===== config.mk =====
export PLATFORM = sky130hd
export DESIGN_NAME = muldiv_seq
export DESIGN_NICKNAME = d
export VERILOG_FILES = /design/src/rtl/muldiv_pkg.sv /design/src/rtl/muldiv_step.sv /design/src/rtl/muldiv_seq.sv
export SDC_FILE = /design/constraint.sdc
export NUM_CORES = 2
export LEC_CHECK = 0
export ABC_AREA = 1
export ABC_CLOCK_PERIOD_IN_PS = 3420
export CAP_MARGIN = 10
export CELL_PAD_IN_SITES_DETAIL_PLACEMENT = 1
export CELL_PAD_IN_SITES_GLOBAL_PLACEMENT = 2
export CORE_AREA = 4 4 384 386
export CTS_CLUSTER_SIZE = 25
export DETAILED_ROUTE_END_ITERATION = 10
export DIE_AREA = 0 0 388 390
export MAX_ROUTING_LAYER = met4
export PLACE_DENSITY_LB_ADDON = 0.05
export SLEW_MARGIN = 10
export SYNTH_ARGS = -nofsm -noshare
export SYNTH_HDL_FRONTEND = slang
export SYNTH_SLANG_ARGS = --single-unit

===== constraint.sdc =====
create_clock -name clk -period 3.42 [get_ports clk]
set_input_delay 0.684 -clock clk [delete_from_list [all_inputs] [get_ports clk]]
set_output_delay 0.684 -clock clk [all_outputs]
set_load 0.03 [all_outputs]

===== src/rtl/muldiv_pkg.sv =====
// Shared encodings for the sequential multiply/divide unit.
// Operation codes and FSM state encodings used by muldiv_seq and muldiv_step.
package muldiv_pkg;

    typedef enum logic [1:0] {
        OP_MUL  = 2'b00,
        OP_MULU = 2'b01,
        OP_DIV  = 2'b10,
        OP_DIVU = 2'b11
    } op_t;

    typedef enum logic [1:0] {
        ST_IDLE = 2'b00,
        ST_CALC = 2'b01,
        ST_FIX  = 2'b10
    } state_t;

endpackage


===== src/rtl/muldiv_step.sv =====
// One radix-2 iteration on the 2*WIDTH+1 accumulator: shift-add for multiply,
// restoring shift-subtract for divide. Purely combinational.
module muldiv_step
    import muldiv_pkg::*;
#(
    parameter int WIDTH = 64
) (
    input  logic               is_div,
    input  logic [2*WIDTH:0]   acc_in,
    input  logic [WIDTH-1:0]   operand,
    output logic [2*WIDTH:0]   acc_out
);

    logic [WIDTH:0]   sum;
    logic [WIDTH:0]   rem_sh;
    logic [WIDTH-2:0] quo_sh;
    logic [WIDTH+1:0] diff;

    always_comb begin
        sum     = '0;
        rem_sh  = '0;
        quo_sh  = '0;
        diff    = '0;
        acc_out = acc_in;
        if (is_div) begin
            // Remainder lives in the upper half, quotient bits shift in at bit 0.
            rem_sh = acc_in[2*WIDTH-1:WIDTH-1];
            quo_sh = acc_in[WIDTH-2:0];
            diff   = {1'b0, rem_sh} - {2'b00, operand};
            if (diff[WIDTH+1])
                acc_out = {rem_sh, quo_sh, 1'b0};
            else
                acc_out = {diff[WIDTH:0], quo_sh, 1'b1};
        end else begin
            sum     = acc_in[2*WIDTH:WIDTH] + (acc_in[0] ? {1'b0, operand} : '0);
            acc_out = {1'b0, sum, acc_in[WIDTH-1:1]};
        end
    end

endmodule


===== src/rtl/muldiv_seq.sv =====
// Sequential signed/unsigned multiplier and divider: one bit per clock,
// operand magnitudes in, sign correction and flag generation on the way out.
module muldiv_seq
    import muldiv_pkg::*;
#(
    parameter int WIDTH = 64,
    parameter int CNT_W = $clog2(WIDTH) + 1
) (
    input  logic             clk,
    input  logic             reset_n,
    input  logic             start,
    input  logic [1:0]       op,
    input  logic [WIDTH-1:0] R,
    input  logic [WIDTH-1:0] S,
    output logic             busy,
    output logic             done,
    output logic [WIDTH-1:0] hi,
    output logic [WIDTH-1:0] lo,
    output logic             N,
    output logic             Z,
    output logic             V,
    output logic             DZ
);

    localparam logic [CNT_W-1:0] LAST    = CNT_W'(WIDTH - 1);
    localparam logic [WIDTH-1:0] ONE     = WIDTH'(1);
    localparam logic [WIDTH-1:0] MOST_NEG = {1'b1, {(WIDTH-1){1'b0}}};

    state_t           state;
    op_t              op_q;
    logic [2*WIDTH:0] acc;
    logic [2*WIDTH:0] acc_step;
    logic [WIDTH-1:0] mag_s;
    logic             sign_r, sign_s;
    logic [CNT_W-1:0] cnt;
    logic             done_pend;

    logic             in_signed, in_neg_r, in_neg_s;
    logic [WIDTH-1:0] in_mag_r, in_mag_s;

    logic             is_div, op_signed, flip, div_zero, div_ovf;
    logic [2*WIDTH-1:0] prod_fix;
    logic [WIDTH-1:0] quo_fix, rem_fix;
    logic [WIDTH-1:0] nxt_hi, nxt_lo;
    logic             nxt_n, nxt_z, nxt_v, nxt_dz;

    assign in_signed = ~op[0];
    assign in_neg_r  = in_signed & R[WIDTH-1];
    assign in_neg_s  = in_signed & S[WIDTH-1];
    assign in_mag_r  = in_neg_r ? -R : R;
    assign in_mag_s  = in_neg_s ? -S : S;

    assign is_div    = (op_q == OP_DIV) || (op_q == OP_DIVU);
    assign op_signed = (op_q == OP_MUL) || (op_q == OP_DIV);
    assign busy      = (state == ST_CALC) || (state == ST_FIX);

    muldiv_step #(.WIDTH(WIDTH)) u_step (
        .is_div  (is_div),
        .acc_in  (acc),
        .operand (mag_s),
        .acc_out (acc_step)
    );

    assign flip     = op_signed && (sign_r != sign_s);
    assign prod_fix = flip ? -acc[2*WIDTH-1:0] : acc[2*WIDTH-1:0];
    assign quo_fix  = flip ? -acc[WIDTH-1:0] : acc[WIDTH-1:0];
    assign rem_fix  = (op_signed && sign_r) ? -acc[2*WIDTH-1:WIDTH] : acc[2*WIDTH-1:WIDTH];
    assign div_zero = (mag_s == '0);
    assign div_ovf  = op_signed && sign_r && sign_s && (mag_s == ONE) && (acc[WIDTH-1:0] == MOST_NEG);

    always_comb begin
        nxt_hi = '0;
        nxt_lo = '0;
        nxt_v  = 1'b0;
        nxt_dz = 1'b0;
        nxt_z  = 1'b0;
        if (!is_div) begin
            nxt_hi = prod_fix[2*WIDTH-1:WIDTH];
            nxt_lo = prod_fix[WIDTH-1:0];
            nxt_z  = (prod_fix == '0);
            nxt_v  = op_signed ? (nxt_hi != {WIDTH{nxt_lo[WIDTH-1]}}) : (nxt_hi != '0);
        end else if (div_zero) begin
            // A zero divisor never restores, so the remainder is the
            // dividend magnitude; re-signing it reproduces R exactly.
            nxt_hi = rem_fix;
            nxt_lo = '1;
            nxt_dz = 1'b1;
        end else begin
            nxt_hi = rem_fix;
            nxt_lo = quo_fix;
            nxt_z  = (quo_fix == '0);
            nxt_v  = div_ovf;
        end
        nxt_n = op_signed & (is_div ? nxt_lo[WIDTH-1] : nxt_hi[WIDTH-1]);
    end

    always_ff @(posedge clk or negedge reset_n) begin
        if (!reset_n) begin
            state     <= ST_IDLE;
            op_q      <= OP_MUL;
            acc       <= '0;
            mag_s     <= '0;
            sign_r    <= 1'b0;
            sign_s    <= 1'b0;
            cnt       <= '0;
            done_pend <= 1'b0;
            done      <= 1'b0;
            hi        <= '0;
            lo        <= '0;
            N         <= 1'b0;
            Z         <= 1'b0;
            V         <= 1'b0;
            DZ        <= 1'b0;
        end else begin
            done      <= done_pend;
            done_pend <= 1'b0;
            case (state)
                ST_IDLE: begin
                    if (start) begin
                        op_q   <= op_t'(op);
                        sign_r <= in_neg_r;
                        sign_s <= in_neg_s;
                        mag_s  <= in_mag_s;
                        acc    <= {{(WIDTH+1){1'b0}}, in_mag_r};
                        cnt    <= '0;
                        state  <= ST_CALC;
                    end
                end
                ST_CALC: begin
                    acc <= acc_step;
                    cnt <= cnt + CNT_W'(1);
                    if (cnt == LAST)
                        state <= ST_FIX;
                end
                ST_FIX: begin
                    hi        <= nxt_hi;
                    lo        <= nxt_lo;
                    N         <= nxt_n;
                    Z         <= nxt_z;
                    V         <= nxt_v;
                    DZ        <= nxt_dz;
                    cnt       <= '0;
                    done_pend <= 1'b1;
                    state     <= ST_IDLE;
                end
                default: state <= ST_IDLE;
            endcase
        end
    end

endmodule


==> run metrics <==
outcome=completed; die width=388 microns; clock sink total=340; largest net degree at the start of global routing=153; Worst VDD drop=747.3 uV; Hold EP=done; Final ANT Viol Nets=0; Mapped Area=0.03590 sq mm; Skew-Pair Late Insertion Delay=660 ps; Synthesized Nets=6275; simple-gate share of the synthesized area=0.3746; xor/xnor share of the synthesized area=0.05465; commonest non-fill, non-tap cell in the layout=nand2_1; final wirelength=229.8 mm; MaxCap Viol Count=0; H-tree Lvls=2; Required @ worst endpoint=3950 ps; Finished Core Util=0.3546; TritonCTS buffer count=47; mux contribution to synthesized area=0; sequential area share after synthesis=0.2370; Post-synth EDFFs=0; Placer Congestion=0.9741; Syn. warnings=0; CTS tree=yes; PortBufs=266; die height=390 microns; r2r setup slk=60 ps; Reg-to-Reg Start=acc[0]; top-area cell type share of the netlist area=0.2370; Fillers=18630; Post-Route Setup TNS=0 ps; Critical Path AT=3890 ps; Area contributors post-synth=dfrtp_1 (24%), nand2_1 (16%), nor2_1 (9.4%), inv_1 (7.0%), o21ai_0 (6.9%); Top delay family on crit path=simple AND/OR/NAND/NOR gates; dpl ws=-161.8 ps; Leakage=23.94 nW; Period minus WS final=3362 ps; worst min-delay path category=flop to flop; max_slew headroom=0.4405; CP max stage delay=450 ps; Worst setup EP type=flop; #FFs+latches synth=340; pwr dens=1323 mW/mm^2; worst slew pin tran=830.5 ps; Synth Flop Type=dfrtp_1; initial antenna violation count=4; clk slew on worst S/H paths=60 ps; adder-cell area share of the yosys netlist=0.04852; dpl hpwl=197.1 mm; Detailed Route Iter0 Violations=3509; Compound-Gate Fraction of Synth Area=0.1888; CP bufs+invs=4; Gate Count Post-Synth=6004; DRT Pass-1 Iters=8; CP max-delay cell=dfrtp_2; commonest cells after routing, fill and taps aside=nand2_1 (1549), buf_4 (1027), nor2_1 (850); first-pass GRT wire length=326.2 mm; initial core utilization=0.2502; nets=7467; RSZ-0062 raised after global routing=true; root buffer cell=clkbuf_16; Rows=139; final setup margin=58.36 ps; Synth area leader=dfrtp_1; DRC viols=0; dpl cells=9041; I/O Pins=267; library cells used by synthesis=64; vias in the first global route=45930; cells along the critical path=inv_2 -> nand2_1 -> buf_4 -> nor2_1 -> nand2_1 -> nor2_2 -> buf_4 -> o21a_1 -> nand2_1 -> nand2_1 -> nand2_1 -> nand2_1 -> nand2_1 -> nor2_1 -> nand2_1 -> nor2_1 -> nand2_1 -> nor2_2 -> buf_4 -> nand3_1 -> nand2_1 -> a21oi_1; Final Hold Fails=0; FF-to-FF path depth=22; highest clock rate=297.5 MHz; final period utilization=0.9829; cell mode on critical path=nand2_1; core area=0.1435 sq mm; post-DR wirelength/cell=25.14 microns; GRT Util Overall=0.3019; Layout Skew=39.04 ps; Mean Syn Cell Area=5.979 sq um; Via-to-Cell Ratio=5.003; Non-Filler Instances=9141; CP Max Fanout=4; hold depth=0; worst hold slack=348.2 ps; via count=45730; final setup fails=0; gr ovfl total=0; critical path startpoint category=flop; Clock Path Buffers=3; hold path startpoint=done_pend; die area=0.1513 sq mm; largest family of logic cells by synthesized area=simple AND/OR/NAND/NOR gates; Setup CP Type=flop to flop; layout overhead on the synthesized area=41.74%; Max Slew Vio Count=0; asr flop ratio synth=1.000; layout cell share with drive strength beyond 1=0.1993; reg2reg end=V
## how the worst max path moves through the flow
stage / start / to / slack (ps) / depth (start not counted)
final: acc[0] / V / 60 / 22
after global routing: acc[0] / acc[108] / -110 / 20
after CTS: acc[71] / acc[79] / 1 / 16
after detailed placement: acc[64] / V / -160 / 24
after global placement: acc[64] / V / -150 / 24
after floorplan: acc[0] / acc[109] / 260 / 21
## Yosys cell counts, types with 67 or more instances
cell type	n
nand4_1	82
xor2_1	186
nand2_1	1563
clkbuf_1	119
nand3_1	391
nor4_1	67
dfrtp_1	340
a31oi_1	110
a21oi_1	394
o21ai_0	494
inv_1	668
ha_1	136
nor2_1	899
## timing repair
item / in CTS / in global routing
setup buffers: 0 / 7
pin swaps: 1 / 13
endpoints found under the hold margin: 28 / 0
resized for setup: 23 / 193
setup endpoints to repair: 15 / 66
hold buffers: 1 / 0
gates cloned: 0 / 1
## area by class of cell
| class | count | area, sq um | share of cell area |
|---|---|---|---|
| Antenna cell | 3 | 7.507 | 0.0001475 |
| Sequential cell | 340 | 8543 | 0.1679 |
| Tap cell | 1903 | 2381 | 0.04680 |
| Timing Repair Buffer | 1332 | 11120 | 0.2185 |
| Multi-Input combinational cell | 4788 | 24620 | 0.4839 |
| Clock inverter | 24 | 264.0 | 0.005189 |
| Inverter | 687 | 2586 | 0.05083 |
| Clock buffer | 64 | 1360 | 0.02673 |
## cell families after synthesis
family,after synthesis
adders and majority gates,138
and+or+nand+nor,3198
buffers and inverters,876
xor gates and xnor gates,224
AOI/OAI and AO/OA,1228
DFF,340
## where the power goes
group	internal, W	switching, W	total [W]
clock network	0.00304	0.00221	0.00524
logic	0.0199	0.0335	0.0534
registers	0.00595	0.00266	0.00861
total	0.0289	0.0384	0.0673
## routing by layer
metal  vias up  global-route usage  wire (microns)
li1      22180                   -               -
met1     22190              0.4478          116900
met2      1106              0.4278           92940
met3       261             0.02774           11160
met4         0             0.09568            8868
met5         -                   -               0
## registers in the layout, indices dropped and copies added (netlist names)
name       count
lo            64
cnt            7
sign_s         1
sign_r         1
op_q           2
N              1
acc          129
done           1
state          2
done_pend      1
DZ             1
Z              1
mag_s         64
V              1
hi            64
## per-stage QoR
| stage | area, sq um | power, W |
|---|---|---|
| 6_report | 50880 | 0.06730 |
| 5_1_grt | 50870 | 0.07198 |
| 4_1_cts | 50100 | 0.06557 |
| 3_5_place_dp | 48410 | 0.05996 |
| 3_3_place_gp | 48410 | 0.05952 |
| 2_1_floorplan | 35900 | 0.03274 |
Note: power is estimated with default switching activity, not from simulation.
